File: src/rtl/alu.sv
// rtl/alu.sv - registered integer ALU with arithmetic, logic and signed compare ops
// Optional shifter ops compiled in when ALU_SHIFT_EN is defined.
module alu #(
  parameter int BIT_WIDTH = 32
) (
  input  logic                 clk,
  input  logic                 reset_n,
  input  logic [4:0]           func,
  input  logic [BIT_WIDTH-1:0] dataIn1,
  input  logic [BIT_WIDTH-1:0] dataIn2,
  output logic [BIT_WIDTH-1:0] dataOut,
  output logic                 compTrue
);

`ifdef ALU_SHIFT_EN
  localparam int SHW = $clog2(BIT_WIDTH);
`endif

  logic [BIT_WIDTH-1:0] data_d, data_q;
  logic                 comp_d, comp_q;
  logic                 a_lt_b, a_eq_b;

  assign a_lt_b = $signed(dataIn1) < $signed(dataIn2);
  assign a_eq_b = dataIn1 == dataIn2;

  always_comb begin
    data_d = '0;
    comp_d = 1'b0;
    case (func)
      5'b00000: data_d = dataIn1 + dataIn2;
      5'b00001: data_d = dataIn1 - dataIn2;
      5'b00100: data_d = dataIn1 & dataIn2;
      5'b00101: data_d = dataIn1 | dataIn2;
      5'b00110: data_d = dataIn1 ^ dataIn2;
      5'b01100: data_d = ~(dataIn1 & dataIn2);
      5'b01101: data_d = ~(dataIn1 | dataIn2);
      5'b01110: data_d = ~(dataIn1 ^ dataIn2);
`ifdef ALU_SHIFT_EN
      // Only the low clog2(BIT_WIDTH) bits of B form the shift amount.
      5'b01000: data_d = dataIn1 << dataIn2[SHW-1:0];
      5'b01001: data_d = dataIn1 >> dataIn2[SHW-1:0];
      5'b01010: data_d = $signed(dataIn1) >>> dataIn2[SHW-1:0];
`endif
      5'b10000: comp_d = 1'b0;
      5'b10001: comp_d = a_eq_b;
      5'b10010: comp_d = a_lt_b;
      5'b10011: comp_d = a_lt_b | a_eq_b;
      5'b11000: comp_d = 1'b1;
      5'b11001: comp_d = ~a_eq_b;
      5'b11010: comp_d = ~a_lt_b;
      5'b11011: comp_d = ~(a_lt_b | a_eq_b);
      default: begin
        data_d = '0;
        comp_d = 1'b0;
      end
    endcase
    // Compare ops mirror the flag onto the data bus, zero-extended.
    if (func[4]) data_d = {{(BIT_WIDTH-1){1'b0}}, comp_d};
  end

  always_ff @(posedge clk or negedge reset_n) begin
    if (!reset_n) begin
      data_q <= '0;
      comp_q <= 1'b0;
    end else begin
      data_q <= data_d;
      comp_q <= comp_d;
    end
  end

  assign dataOut  = data_q;
  assign compTrue = comp_q;

endmodule

File: config.mk
export PLATFORM = sky130hd
export DESIGN_NAME = alu
export DESIGN_NICKNAME = d
export VERILOG_FILES = /design/src/rtl/alu.sv
export SDC_FILE = /design/constraint.sdc
export NUM_CORES = 1
export LEC_CHECK = 0
export ABC_AREA = 1
export BUFFER_PORTS_ARGS = -buffer_cell sky130_fd_sc_hd__buf_2
export CORE_ASPECT_RATIO = 0.75
export CORE_MARGIN = 2
export CORE_UTILIZATION = 30
export CTS_BUF_LIST = sky130_fd_sc_hd__clkbuf_8
export CTS_CLUSTER_DIAMETER = 200
export DETAILED_ROUTE_END_ITERATION = 10
export PLACE_DENSITY = 0.57
export SYNTH_ARGS = -nofsm -noshare
export SYNTH_HDL_FRONTEND = slang
export SYNTH_SLANG_ARGS = --single-unit
export TNS_END_PERCENT = 20
File: constraint.sdc
create_clock -name clk -period 0.8 [get_ports clk]
set_input_delay 0.08 -clock clk [delete_from_list [all_inputs] [get_ports clk]]
set_output_delay 0.08 -clock clk [all_outputs]
set_load 0.02 [all_outputs]
# [Word level (Yosys, flattened, before mapping)]
# Cells that the tools add are included.
[classes] add_sub_neg=2 magnitude_cmp=1 n_eq_ne=15 mux=3 bitwise=10 n_reduce_logical=1
[ops] operator="32-bit case mux with 8 select lines" count=1
[ops] operator="32-bit NOT" count=3
[ops] operator="5-bit equality test (second input constant)" count=7
[ops] operator="32-bit adder" count=1
[ops] operator="32-bit bitwise AND" count=1
[ops] operator="32-bit equality test" count=1
[ops] operator="32-bit < comparator" count=1
[ops] operator="32-bit two-way mux" count=1
[ops] operator="32-bit bitwise OR" count=1
[ops] operator="32-bit subtractor" count=1
[ops] operator="32-bit XOR" count=1
[ops] operator="5-bit by 3-bit equality test with 1-bit output (second input constant)" count=3
[ops] operator="5-bit by 4-bit equality test with 1-bit output (second input constant)" count=3
[ops] operator="1-bit case mux with 7 select lines" count=1
[ops] operator="5-bit by 1-bit equality test with 1-bit output (second input constant)" count=1
[ops] operator="5-bit logical NOT" count=1
[ops] operator="1-bit NOT" count=3
[ops] operator="1-bit bitwise OR" count=1
[totals] reg_bits=33 input_bits=71 output_inout_bits=33 elab_cells=34

# [Longest topological paths before layout]
[depth] depth_word=5 depth_mapped=17 ltp_nobuf=17

# [Worst setup path before layout]
# No wires, ideal clock.
[synth_timing] path_kind="input port to flip-flop" from="input dataIn1[0]" to="register data_q[0], in the netlist dataOut[0]" setup_ns=0.126 arrival_time_ns=1.657 required_ns=0.674 slack_ns=-0.984 stages=17 n_path_buf=0 cell_sequence="inv_1 ha_1 fa_1 inv_1 nand2_1 nand2_1 nand3_1 nand2_2 nand2_2 nand2_2 nand2_2 nand2_2 nand2_2 nand3_1 nand2_1 nor2_2 nand3_1"
[synth_between] elab_chain_len=5 word_cells_on_any_way=17 cone_classes="2 x add/sub; 1 x order compare; 1 x eq/ne; 3 x mux; 10 x bitwise"
[synth_lines] element="start: declaration" line_no="9" source="input logic [BIT_WIDTH-1:0] dataIn1,"
[synth_lines] element="32-bit < comparator / 32-bit equality test (equally long branches)" line_no="23, 24"
[synth_lines] element="1-bit bitwise OR" line_no="47, 51"
[synth_lines] element="1-bit NOT" line_no="51" source="5'b11011: comp_d = ~(a_lt_b | a_eq_b);"
[synth_lines] element="1-bit case mux with 7 select lines" line_no="29" source="case (func)"
[synth_lines] element="32-bit two-way mux *" line_no="58" source="if (func[4]) data_d = {{(BIT_WIDTH-1){1'b0}}, comp_d};"
[synth_lines] element="net data_d[0]" line_no="19" source="logic [BIT_WIDTH-1:0] data_d, data_q;"
[synth_lines] element="end signal: assignment" line_no="66" source="data_q <= data_d;"
[synth_lines] element="end: declaration" line_no="19"
# The timed path passes the listed nets; every way through them passes the cells marked *.

# [Worst setup path after layout]
[layout_timing] from="input dataIn2[6]" to="register data_q[0], in the netlist dataOut[0]"
[layout_between] elab_chain_len=5 word_cells_on_any_way=8 cone_classes="1 x order compare; 1 x eq/ne; 2 x mux; 4 x bitwise"
[layout_lines] element="start: declaration" line_no="10" source="input logic [BIT_WIDTH-1:0] dataIn2,"
[layout_lines] element="32-bit < comparator / 32-bit equality test (equally long branches)" line_no="23, 24"
[layout_lines] element="1-bit bitwise OR" line_no="47, 51"
[layout_lines] element="1-bit NOT" line_no="51"
[layout_lines] element="1-bit case mux with 7 select lines *" line_no="29"
[layout_lines] element="32-bit two-way mux *" line_no="58"
[layout_lines] element="net data_d[0]" line_no="19"
# Marks and branches as above.

==> impl_metrics.env <==
export IMPL_status="finished with violations"
export IMPL_violations="negative setup slack"
export IMPL_timing_slew_headroom_pct=57.3
export IMPL_grt_pass1_wl_microns=57400
export IMPL_fp_coreArea_sq_um=24000
export IMPL_endpoint="dataOut[0]$_DFF_PN0_"
export IMPL_finalCritPeriodShare_pct=201
export IMPL_period_minus_slack_ns=1.61
export IMPL_drv_cap=0
export IMPL_worst_pin_slew_ns=0.625
export IMPL_synth_compound_area_share_pct=20.8
export IMPL_irDropWorstVdd_mv=0.630
export IMPL_yosysWarnings=0
export IMPL_slowest_delay_ns=0.21
export IMPL_cts_sinks=33
export IMPL_power_mw=13.1
export IMPL_crit_required_ns=1.01
export IMPL_critPathArrivalTime_ns=1.82
export IMPL_place_ws_ns=-1.43
export IMPL_final_antenna_net_count=0
export IMPL_path_depth=18
export IMPL_worst_setup_path_end_kind="register"
export IMPL_crit_fanout=5
export IMPL_synth_seq_cells=33
export IMPL_port_buffers=103
export IMPL_viasPerCell=5.17
export IMPL_syn_area_sq_um=7320
export IMPL_worstSetupStartpointType="input port"
export IMPL_dp_cells=2032
export IMPL_layout_setup_ws_ns=-0.809
export IMPL_synth_yosys_seq_area_share_pct=11.3
export IMPL_antenna_found_initial=0
export IMPL_p_per_area_nw_per_um2=940
export IMPL_syn_nets=1401
export IMPL_die_area_sq_um=25700
export IMPL_holdCritPathClass="input port to register"
export IMPL_nets=1928
export IMPL_crit_chain="buf_8 > inv_6 > ha_4 > buf_6 > nor2_4 > inv_2 > nor2_4 > nand3_2 > nand2_4 > nand2_2 > nand2_4 > nand2_4 > nand2_2 > nand2_2 > nand3_2 > nand2_1 > nor2_2 > nand3_1"
export IMPL_ctsRootBufferMaster="clkbuf_8"
export IMPL_gp_congestion=1.03
export IMPL_n_antenna_cell=0
export IMPL_synth_mux_area_fraction_pct=0
export IMPL_totalNegativeSetupSlack_ns=-26.70
export IMPL_worst_path_buf_inv=4
export IMPL_stdcell_count=2087
export IMPL_yosys_area_share_xor_xnor_pct=0.478
export IMPL_syn_inst=1228
export IMPL_pin_count=104
export IMPL_htreeDepth=2
export IMPL_synth_distinct_cells=46
export IMPL_critPathSlowestCell="ha_4"
export IMPL_synthSimpleGateAreaFrac_pct=36.5
export IMPL_path_class="input port to register"
export IMPL_first_pass_iters=6
export IMPL_clockBufferDepth=2
export IMPL_cts_tree="built"
export IMPL_vias=10800
export IMPL_power_leakage_nw=6.87
export IMPL_rows=49
export IMPL_rsz0062_at_grt="yes"
export IMPL_max_freq_ghz=0.621
export IMPL_area_growth_pct=90.0
export IMPL_postRouteWirelength_microns=39300
export IMPL_grt_pass1_vias=10300
export IMPL_holdWs_ns=0.177
export IMPL_setup_viol_count_final=66
export IMPL_die_w_microns=184
export IMPL_hpwl_microns=30400
export IMPL_fill_cells=2203
export IMPL_cts_buffers=5
export IMPL_crit_start="dataIn2[6]"
export IMPL_synth_top_family_by_area="simple AND/OR/NAND/NOR gates"
export IMPL_critical_path_top_delay_family="simple AND/OR/NAND/NOR gates"
export IMPL_drtIter0Drc=1214
export IMPL_gr_usage_all_layers_pct=29.2
export IMPL_syn_area_per_cell_sq_um=5.96
export IMPL_hold_viol=0
export IMPL_route_detailed_drc=0
export IMPL_die_y_microns=139
export IMPL_synthAdderAreaFrac_pct=17.6
export IMPL_wl_per_cell_microns=18.8
export IMPL_start_util_pct=30.5
export IMPL_drive_gt1_share_pct=56.5
export IMPL_finalMaxSlewViolations=0
export IMPL_cts_clk_slew_worst_paths_ns=0.10
export IMPL_gr_total_overflow=0
export IMPL_grt_max_degree=34
[power breakdown]
group | total, mW | switching, mW | leakage (nW) | internal, mW
sequential | 1.91 | 0.0718 | 0.430 | 1.83
clock | 1.73 | 0.944 | 0.0542 | 0.785
combinational | 9.43 | 5.11 | 6.38 | 4.33
total | 13.1 | 6.12 | 6.87 | 6.95
[routing by layer]
metal / wire length [microns] / vias to the layer above / track usage, %
li1: - / 5129 / -
met1: 18300 / 5034 / 44.6
met2: 16200 / 571 / 42.3
met3: 3990 / 62 / 5.26
met4: 738 / 0 / 5.64
met5: 0 / - / 0
[layout make-up]
class	count	area (sq um)	share of cell area [%]
clock buffer	7	96.3	0.693
clock inverter	1	5.00	0.0360
inverter	190	783	5.63
multi-input combinational	965	7350	52.9
sequential	33	827	5.95
tap	331	414	2.98
timing repair buffer	560	4430	31.9
[registers in the layout, indices dropped and copies added (netlist names)]
register and flops:
compTrue 1, dataOut 32
[synth_stat cells (all sizes together)]
master	instances	area share (%)
o221ai	8	0.96
buf	29	3.0
dfrtp	33	11
a31oi	1	0.085
o211ai	6	0.62
o22ai	21	1.8
o41ai	1	0.12
nand2	284	15
o2111a	2	0.31
a211oi	9	0.92
a2111oi	2	0.24
nor2	155	8.9
nor3	18	1.4
o21ai	72	5.0
clkbuf	11	0.56
clkinv	3	0.15
a21boi	1	0.15
and2	2	0.17
inv	187	9.6
o21bai	8	0.82
nand3	118	8.2
nand3b	3	0.36
o2111ai	8	0.96
nor4	10	0.85
a21oi	90	6.5
fa	2	0.55
o21a	6	0.62
a21o	4	0.41
a221oi	11	1.3
ha	100	17
nand4	16	1.4
nor3b	3	0.31
xor2	4	0.48
[tightest hold or removal path: cells and delay by family]
kind,cells,cell delay (ns)
AOI/OAI and AO/OA,1,0.06
adders and majority gates,1,0.12
buffers and inverters,2,0.15
and+or+nand+nor,1,0.07
[placed cells by master (no fill, tap or decap), drive strengths merged, types with 2 or more instances in the layout]
cell type / instances
o21bai: 8
a2111oi: 2
clkbuf: 8
clkinv: 4
o21a: 6
a211oi: 9
dfrtp: 33
nand2: 284
nand4: 16
a221oi: 11
nand3b: 3
nand3: 118
inv: 187
a21o: 4
fa: 2
nor4: 10
buf: 558
nor3: 18
nor2: 155
o221ai: 8
and2: 2
ha: 100
nor3b: 3
xor2: 4
o22ai: 21
o2111a: 2
o21ai: 72
o211ai: 6
a21oi: 90
o2111ai: 8
[what timing repair did]
| action | CTS | global route |
|---|---|---|
| setup buffers | 26 | 24 |
| hold buffers | 1 | 0 |
| endpoints found under the hold margin | 33 | 0 |
| setup endpoints to repair | 66 | 66 |
| pin swaps | 102 | 88 |
| gates resized for setup | 354 | 241 |
[stage by stage]
| stage | area [sq um] | util [%] |
|---|---|---|
| 6_report | 13900 | 58.0 |
| 5_1_grt | 13900 | 58.0 |
| 4_1_cts | 12800 | 53.6 |
| 3_5_place_dp | 11300 | 47.0 |
| 3_3_place_gp | 11300 | 47.0 |
| 2_1_floorplan | 7400 | - |
[cell families after synthesis]
| family | after synthesis |
|---|---|
| adder cells (fa/ha/maj) | 102 |
| AND/OR/NAND/NOR | 609 |
| AO/OA/AOI/OAI | 250 |
| buffers and inverters | 230 |
| flip-flops | 33 |
| XOR/XNOR | 4 |
[how the worst min path moves through the flow]
stage	startpoint	endpoint	slack, ns	cells after the start
finish	dataIn1[6]	dataOut[6]$_DFF_PN0_	0.18	5
global route	dataIn1[6]	dataOut[6]$_DFF_PN0_	0.20	5
CTS	dataIn1[8]	dataOut[8]$_DFF_PN0_	0.20	5
detailed placement	reset_n	dataOut[19]$_DFF_PN0_	0.08	2
global placement	reset_n	dataOut[19]$_DFF_PN0_	0.08	2
floorplan	reset_n	compTrue$_DFF_PN0_	-0.22	0
Note: power is estimated with default switching activity, not from simulation.
